File: config.mk
export PLATFORM = sky130hd
export DESIGN_NAME = bcd_count_ctrl
export DESIGN_NICKNAME = d
export VERILOG_FILES = /design/src/rtl/bcd_count_ctrl.sv
export SDC_FILE = /design/constraint.sdc
export NUM_CORES = 1
export LEC_CHECK = 0
export ABC_CLOCK_PERIOD_IN_PS = 5000
export BUFFER_PORTS_ARGS = -buffer_cell sky130_fd_sc_hd__buf_2
export CAP_MARGIN = 20
export CORE_MARGIN = 1
export CORE_UTILIZATION = 40
export CTS_CLUSTER_DIAMETER = 120
export DETAILED_ROUTE_END_ITERATION = 16
export SLEW_MARGIN = 20
export SYNTH_ARGS = -nofsm -noshare
export SYNTH_HDL_FRONTEND = slang
export SYNTH_SLANG_ARGS = --single-unit
File: constraint.sdc
create_clock -name clk -period 5 [get_ports clk]
set_input_delay 0.25 -clock clk [delete_from_list [all_inputs] [get_ports clk]]
set_output_delay 0.25 -clock clk [all_outputs]
set_load 0.02 [all_outputs]
File: src/rtl/bcd_count_ctrl.sv
// Run-control sequencer for a cascade of BCD digit counters:
// prescaler, digit carry enables and start/pause/clear/done FSM.
module bcd_count_ctrl #(
    parameter int DIGITS   = 3,
    parameter int PRESCALE = 4
) (
    input  logic                  clk,
    input  logic                  rst,
    input  logic                  start,
    input  logic                  pause,
    input  logic                  clear,
    input  logic [4*DIGITS-1:0]   target,
    output logic [4*DIGITS-1:0]   cnt,
    output logic [DIGITS-1:0]     dig_en,
    output logic [1:0]            state,
    output logic                  busy,
    output logic                  done
);

    localparam int PW = (PRESCALE > 1) ? $clog2(PRESCALE) : 1;
    localparam logic [PW-1:0] PRE_MAX = PW'(PRESCALE - 1);

    typedef enum logic [1:0] {
        S_IDLE  = 2'd0,
        S_RUN   = 2'd1,
        S_PAUSE = 2'd2,
        S_DONE  = 2'd3
    } state_t;

    state_t              state_q, state_d;
    logic [4*DIGITS-1:0] cnt_q, cnt_d;
    logic [4*DIGITS-1:0] tgt_q, tgt_d;
    logic [PW-1:0]       pre_q, pre_d;
    logic                done_q, done_d;

    logic                tick;
    logic [4*DIGITS-1:0] cnt_inc;
    logic [4*DIGITS-1:0] tgt_sat;

    // Nibbles above 9 are not valid BCD; clamp them so the run can terminate.
    always_comb begin
        tgt_sat = '0;
        for (int i = 0; i < DIGITS; i++) begin
            if (target[4*i +: 4] > 4'd9) tgt_sat[4*i +: 4] = 4'd9;
            else                         tgt_sat[4*i +: 4] = target[4*i +: 4];
        end
    end

    assign tick = (state_q == S_RUN) && (pre_q == PRE_MAX) && !pause && !clear;

    always_comb begin
        logic all9;
        dig_en  = '0;
        cnt_inc = cnt_q;
        all9    = 1'b1;
        for (int i = 0; i < DIGITS; i++) begin
            dig_en[i] = tick && all9;
            if (dig_en[i]) begin
                if (cnt_q[4*i +: 4] == 4'd9) cnt_inc[4*i +: 4] = 4'd0;
                else cnt_inc[4*i +: 4] = cnt_q[4*i +: 4] + 4'd1;
            end
            all9 = all9 && (cnt_q[4*i +: 4] == 4'd9);
        end
    end

    always_comb begin
        state_d = state_q;
        cnt_d   = cnt_q;
        tgt_d   = tgt_q;
        pre_d   = pre_q;
        done_d  = 1'b0;
        if (clear) begin
            state_d = S_IDLE;
            cnt_d   = '0;
            pre_d   = '0;
        end else begin
            unique case (state_q)
                S_IDLE, S_DONE: begin
                    if (!pause && start) begin
                        tgt_d   = tgt_sat;
                        cnt_d   = '0;
                        pre_d   = '0;
                        state_d = S_RUN;
                    end
                end
                S_RUN: begin
                    if (pause) begin
                        state_d = S_PAUSE;
                    end else if (tick) begin
                        pre_d = '0;
                        cnt_d = cnt_inc;
                        // A zero target only matches on the all-9s wrap.
                        if (cnt_inc == tgt_q) begin
                            state_d = S_DONE;
                            done_d  = 1'b1;
                        end
                    end else begin
                        pre_d = pre_q + 1'b1;
                    end
                end
                S_PAUSE: begin
                    if (!pause && start) state_d = S_RUN;
                end
                default: state_d = S_IDLE;
            endcase
        end
    end

    always_ff @(posedge clk) begin
        if (rst) begin
            state_q <= S_IDLE;
            cnt_q   <= '0;
            tgt_q   <= '0;
            pre_q   <= '0;
            done_q  <= 1'b0;
        end else begin
            state_q <= state_d;
            cnt_q   <= cnt_d;
            tgt_q   <= tgt_d;
            pre_q   <= pre_d;
            done_q  <= done_d;
        end
    end

    assign cnt   = cnt_q;
    assign state = state_q;
    assign busy  = (state_q == S_RUN) || (state_q == S_PAUSE);
    assign done  = done_q;

endmodule
Word level (Yosys, flattened, before mapping). Cells that the tools add are included.

Equality and inequality tests: 14. Reductions and logical operators: 20. Multiplexer cells: 23. Bitwise operators: 3. Order comparisons: 3. Add/sub/neg operators: 4.

Operators by type and width (count): $mux 12 (3); $mux 4 (9); $pmux 12 s2 (1); $mux 2 (7); $add 4x1->4 const B (3); $eq 12x12->1 (1); $eq 4x4->1 const B (3); $gt 4x4->1 const B (3); $reduce_and 3->1 (3); $pmux 2 s2 (2); $logic_and 1x1->1 (7); $eq 2x2->1 const B (3); $ne 2x2->1 const B (3); $ne 3x3->1 const B (2); $reduce_or 5->1 (1); $reduce_and 4->1 (1); $reduce_or 2->1 (2); $not 1->1 (3); $reduce_or 3->1 (1); $add 2x1->2 const B (1); $eq 2x1->1 const B (1); $logic_not 1->1 (2); $logic_not 2->1 (1); $ne 2x1->1 const B (1); other kinds (3) (3).

Output and inout bits: 19. Word-level logic and storage cells: 72. Flip-flop bits (word level): 29. Input bits: 17.

Logic depth before layout (Yosys ltp).
Depth in word-level cells: 11. Mapped depth: 12. Gate-level depth less buffers: 11.

Least setup slack after synthesis. Ideal clock, no wire load.

Path kind: reg-to-reg. From: register cnt_q[5] (netlist: cnt[5]). To: register state_q[1] (netlist: state[1]). Buffers on the path: 1. Setup time: 0.123 ns. Cell stages (with the launch flop): 11. Arrival: 2.422 ns. Required time: 4.877 ns. Slack: 2.455 ns. Period minus slack after synthesis: 2.545 ns. Path through: dfxtp_1 inv_1 ha_1 and3b_1 buf_6 nand4_4 mux2_4 xnor2_2 nand4_2 nor4b_4 mux2_1.

Word-level cells in the longest chain between the ends: 7. Elaborated cells on any way between the ends: 10. Those cells by class: add/sub (1); eq/ne (3); mux (3); reduce/logical (3).

RTL lines: start: declaration (line 31) `logic [4*DIGITS-1:0] cnt_q, cnt_d;`; start signal: assignment (line 118) `cnt_q <= cnt_d;`; branches (longest 4 deep; another with $add 4x1->4); $eq 12x12->1 * (line 93) `if (cnt_inc == tgt_q) begin`; $ne 3x3->1 (no line) *; $reduce_and 3->1 (no line) *; end signal: assignment (line 117) `state_q <= state_d;`; end: declaration (line 30) `state_t state_q, state_d;`.

Mark *: on every way between the ends. A chain may end at the register's enable or synchronous reset.

Final worst setup path.
From: register state_q[0] (netlist: state[0]). To: register state_q[1] (netlist: state[1]).

Word-level cells in the longest chain between the ends: 9. Elaborated cells on any way between the ends: 19. Those cells by class: eq/ne (7); mux (4); reduce/logical (8).

RTL lines: $eq 2x1->1 (line 49, 77); $logic_and 1x1->1 (3 in a row) (line 49) `assign tick = (state_q == S_RUN) && (pre_q == PRE_MAX) && !pause && !clear;`; $logic_and 1x1->1 (line 57) `dig_en[i] = tick && all9;`; $mux 4 (line 58) `if (dig_en[i]) begin`; $eq 12x12->1 (line 93); $ne 3x3->1 (no line); $reduce_and 3->1 (no line).

Parallel ways exist; a longest one is shown, timed or not.

==> summary.md <==
| Metric | Value |
|---|---|
| Critical path required time | `5.17 ns` |
| Largest net degree at the start of global routing | `18` |
| GRT Overall Usage | `19.0%` |
| Crit path arrival time | `between 2 and 3 ns` |
| Post-CTS Hold Fix Bufs | `0` |
| Worst min-delay path category | `input pin to register` |
| Effective utilization at floorplan | `a little over two fifths` |
| Area Overhead vs Synth | `15.4%` |
| Reg2Reg Capture Point | `state[1]` |
| Clock root cell | `clkbuf_8` |
| Worst setup SP type | `register` |
| Sw Pwr | `0.000126 W` |
| Cell accounting for the most synthesized area | `dfxtp_1` |
| Final setup TNS | `0 ns` |
| Crit path time final | `2.74 ns` |
| Max FO, Critical Path | `10` |
| Final Cycle Share | `between 50% and 60%` |
| Bufs on Longest Clock Path | `2` |
| First-pass GRT wire length | `7.56 mm` |
| Fin area | `approximately 2200 um2` |
| Internal power | `roughly 0.00042 W` |
| # Post-CTS Setup Buffers | `0` |
| CTS tree | `built` |
| Avg Inst Size Synth | `between 7 and 8 um2` |
| R2r setup slk | `about 2.3 ns` |
| Pre-CTS setup slack | `between 2 and 2.5 ns` |
| Switching share of power | `a little under a quarter` |
| Placer Congestion | `between 0.8 and 0.9` |
| CTS clock-pin slew for the worst setup and hold paths | `approximately 0.070 ns` |
| Max-Cap Viols | `0` |
| Site Rows | `24` |
| Core area | `~4500 um2` |
| Most frequent cells after synthesis | `dfxtp_1 (29), nand2_1 (27), nor2_1 (27), a21oi_1 (22), o21ai_0 (15)` |
| DRT antenna net count | `0` |
| Synth warn | `0` |
| Post-synth ARST share | `0%` |
| Slowest CP cell | `ha_1` |
| Post-synth EDFFs | `0` |
| Buffers added on ports | `35` |
| WS Path Type | `register to register` |
| Total number of vias | `around 1800` |
| I/O Pins | `36` |
| Worst skew pair latency | `about 0.28 ns` |
| #FFs+latches synth | `29` |
| Final Max Tran Viols | `0` |
| Final-report hold violation count | `0` |
| Vias in the first global route | `around 1600` |
| Peak supply drop | `0.200 mV` |
| Gr ovfl total | `0` |
| Distinct cell type count after synthesis | `51` |
| Placed Instance Area | `2120 um2` |
| Hold Path Stages | `3` |
| Synth top area cells | `dfxtp_1 (30%), ha_1 (5.8%), a21oi_1 (5.7%)` |
| Setup crit end kind | `register` |
| HPWL after DPL | `around 3.4 mm` |
| Worst reg-to-reg path cell count | `10` |
| Prevailing post-synth register cell | `dfxtp_1` |
| DR vias/cell | `5.49` |
| Worst slew pin tran | `~0.53 ns` |
| Die ar. | `5140 um2` |
| Synth Instances | `244` |
| # setup viols final | `0` |
| Sink Count | `29` |
| Mapped cell area | `between 1500 and 2000 um2` |
| DRT Wirelength | `4.63 mm` |
| Reg2reg start | `state[0]` |
| Hold EP | `tgt_q[0]` |
| Cts bufs inserted | `5` |
| Crit path top cell by count | `nand2_1` |
| Syn nets | `270` |
| Static leakage | `0.890 nW` |
| Final-layout fill cell count | `roughly 460` |
| Crit path cell chain | `ha_1, nand4bb_4, inv_4, nand2_1, inv_2, a221oi_1, a31oi_1, nand2_1, nor4b_4, mux2_1` |
| Routed WL per cell | `roughly 14 um` |
| FMAX | `about 0.36 GHz` |
| Comb power frac | `between 9 and 10%` |
| Max-slew headroom | `between 60% and 70%` |
| Unrepaired setup endpoints after global routing | `false` |
| DRT iter0 DRCs | `~100` |
| Reg area | `between 500 and 600 um2` |
| Final #Nets | `302` |
| Power per cell area | `approximately 240 nW/um2` |
| Sequential Power Share | `a little over two fifths` |
| Area of the multi-input gates | `roughly 1200 um2` |
| Die width | `a little over 70 um` |
| Status | `complete, no violations` |
| # DRC | `0` |
| Final WS setup | `between 2 and 2.5 ns` |
| H-tree levels | `2` |
| Clock share of power | `~47%` |
| Antenna violations before repair | `0` |
| Chip Height | `between 70 and 80 um` |
| CP max stage delay | `about 0.43 ns` |
| Register area share after synthesis | `29.9%` |
| Min-delay src | `target[0]` |
| Drt pass-1 iters | `4` |
| Top-count cell post-synth | `dfxtp_1` |
| ANT cells | `0` |
| Share of cells above drive strength 1 | `between 20% and 30%` |
| Cts repair resizes | `0` |
| Post-synth top area share | `approximately 30%` |
| Post-route clock skew | `a little over 0.007 ns` |
[power by group through the flow]
stage          Clock [W]  Sequential, W  Combinational (W)
3_5_place_dp           0       0.000244          0.0000499
3_3_place_gp           0       0.000244          0.0000503
5_1_grt         0.000270       0.000239          0.0000556
4_1_cts         0.000261       0.000238          0.0000501
2_1_floorplan          0       0.000243          0.0000322
6_report        0.000254       0.000239          0.0000498
[worst max-delay path: cells and delay by family (launching register included)]
family,cells,cell delay [ns]
flops,1,0.40
mux,1,0.35
compound gates,2,0.36
simple gates,4,0.77
buf+inv,2,0.31
fa+ha+maj,1,0.43
[metrics by stage]
stage	hold WS (ns)	power, W	util, %	instances
after floorplan	0.319	0.000275	-	244
after global placement	0.442	0.000294	47.1	321
after detailed placement	0.459	0.000294	47.1	321
after CTS	0.193	0.000550	49.8	329
after global routing	0.198	0.000565	49.8	329
final	0.199	0.000543	49.8	329
[state kept, by name, indices dropped and copies added (netlist names)]
| signal | cells |
|---|---|
| cnt | 12 |
| tgt_q | 12 |
| pre_q | 2 |
| state | 2 |
| done | 1 |
[how the worst max path moves through the flow]
| stage | from | to | depth (start not counted) |
|---|---|---|---|
| 2_1_floorplan | cnt[5] | state[1] | 10 |
| 3_3_place_gp | state[0] | state[1] | 9 |
| 3_5_place_dp | state[0] | state[1] | 9 |
| 4_1_cts | state[0] | state[1] | 9 |
| 5_1_grt | state[0] | state[1] | 9 |
| 6_report | state[0] | state[1] | 10 |
[cell usage in the layout (no fill, tap or decap), types with 3 or more instances in the layout]
cell type	count
nand2_1	27
o22ai_1	5
nand2b_1	7
buf_2	35
a32oi_1	3
clkbuf_8	6
ha_1	9
a22oi_1	7
a31oi_1	4
o21ai_0	15
nor2_1	27
inv_1	10
nor3_1	8
nand3b_1	8
a21oi_1	22
dfxtp_1	29
or3_1	3
nand3_1	5
xnor2_1	4
xor2_1	4
[kinds of logic (layout without fill, tap and decap cells)]
logic type      Yosys count  count (layout)  synth area share (%)
simple gates             97              97                  27.8
compound gates           74              74                  24.3
flops                    29              29                  29.9
buf+inv                  24              57                  6.37
fa+ha+maj                 9               9                  5.80
xor+xnor                  9               9                  4.44
mux                       2               2                  1.35
[final cells by class]
cell class	instances	share of cell area (%)
timing repair buffer	37	8.48
clock buffer	6	3.68
clock inverter	2	1.67
tap	52	2.90
inverter	12	2.12
sequential	29	25.9
multi-input combinational	191	55.2
[routing by layer]
metal  track usage (%)  vias up  part of all wire (%)
li1                  -      944                     -
met5                 0        -                     0
met1              25.6      822                    52
met4              5.88        0                   1.2
met3              4.36        5                   3.1
met2              30.3       34                    44
Note: power is estimated with default switching activity, not from simulation.
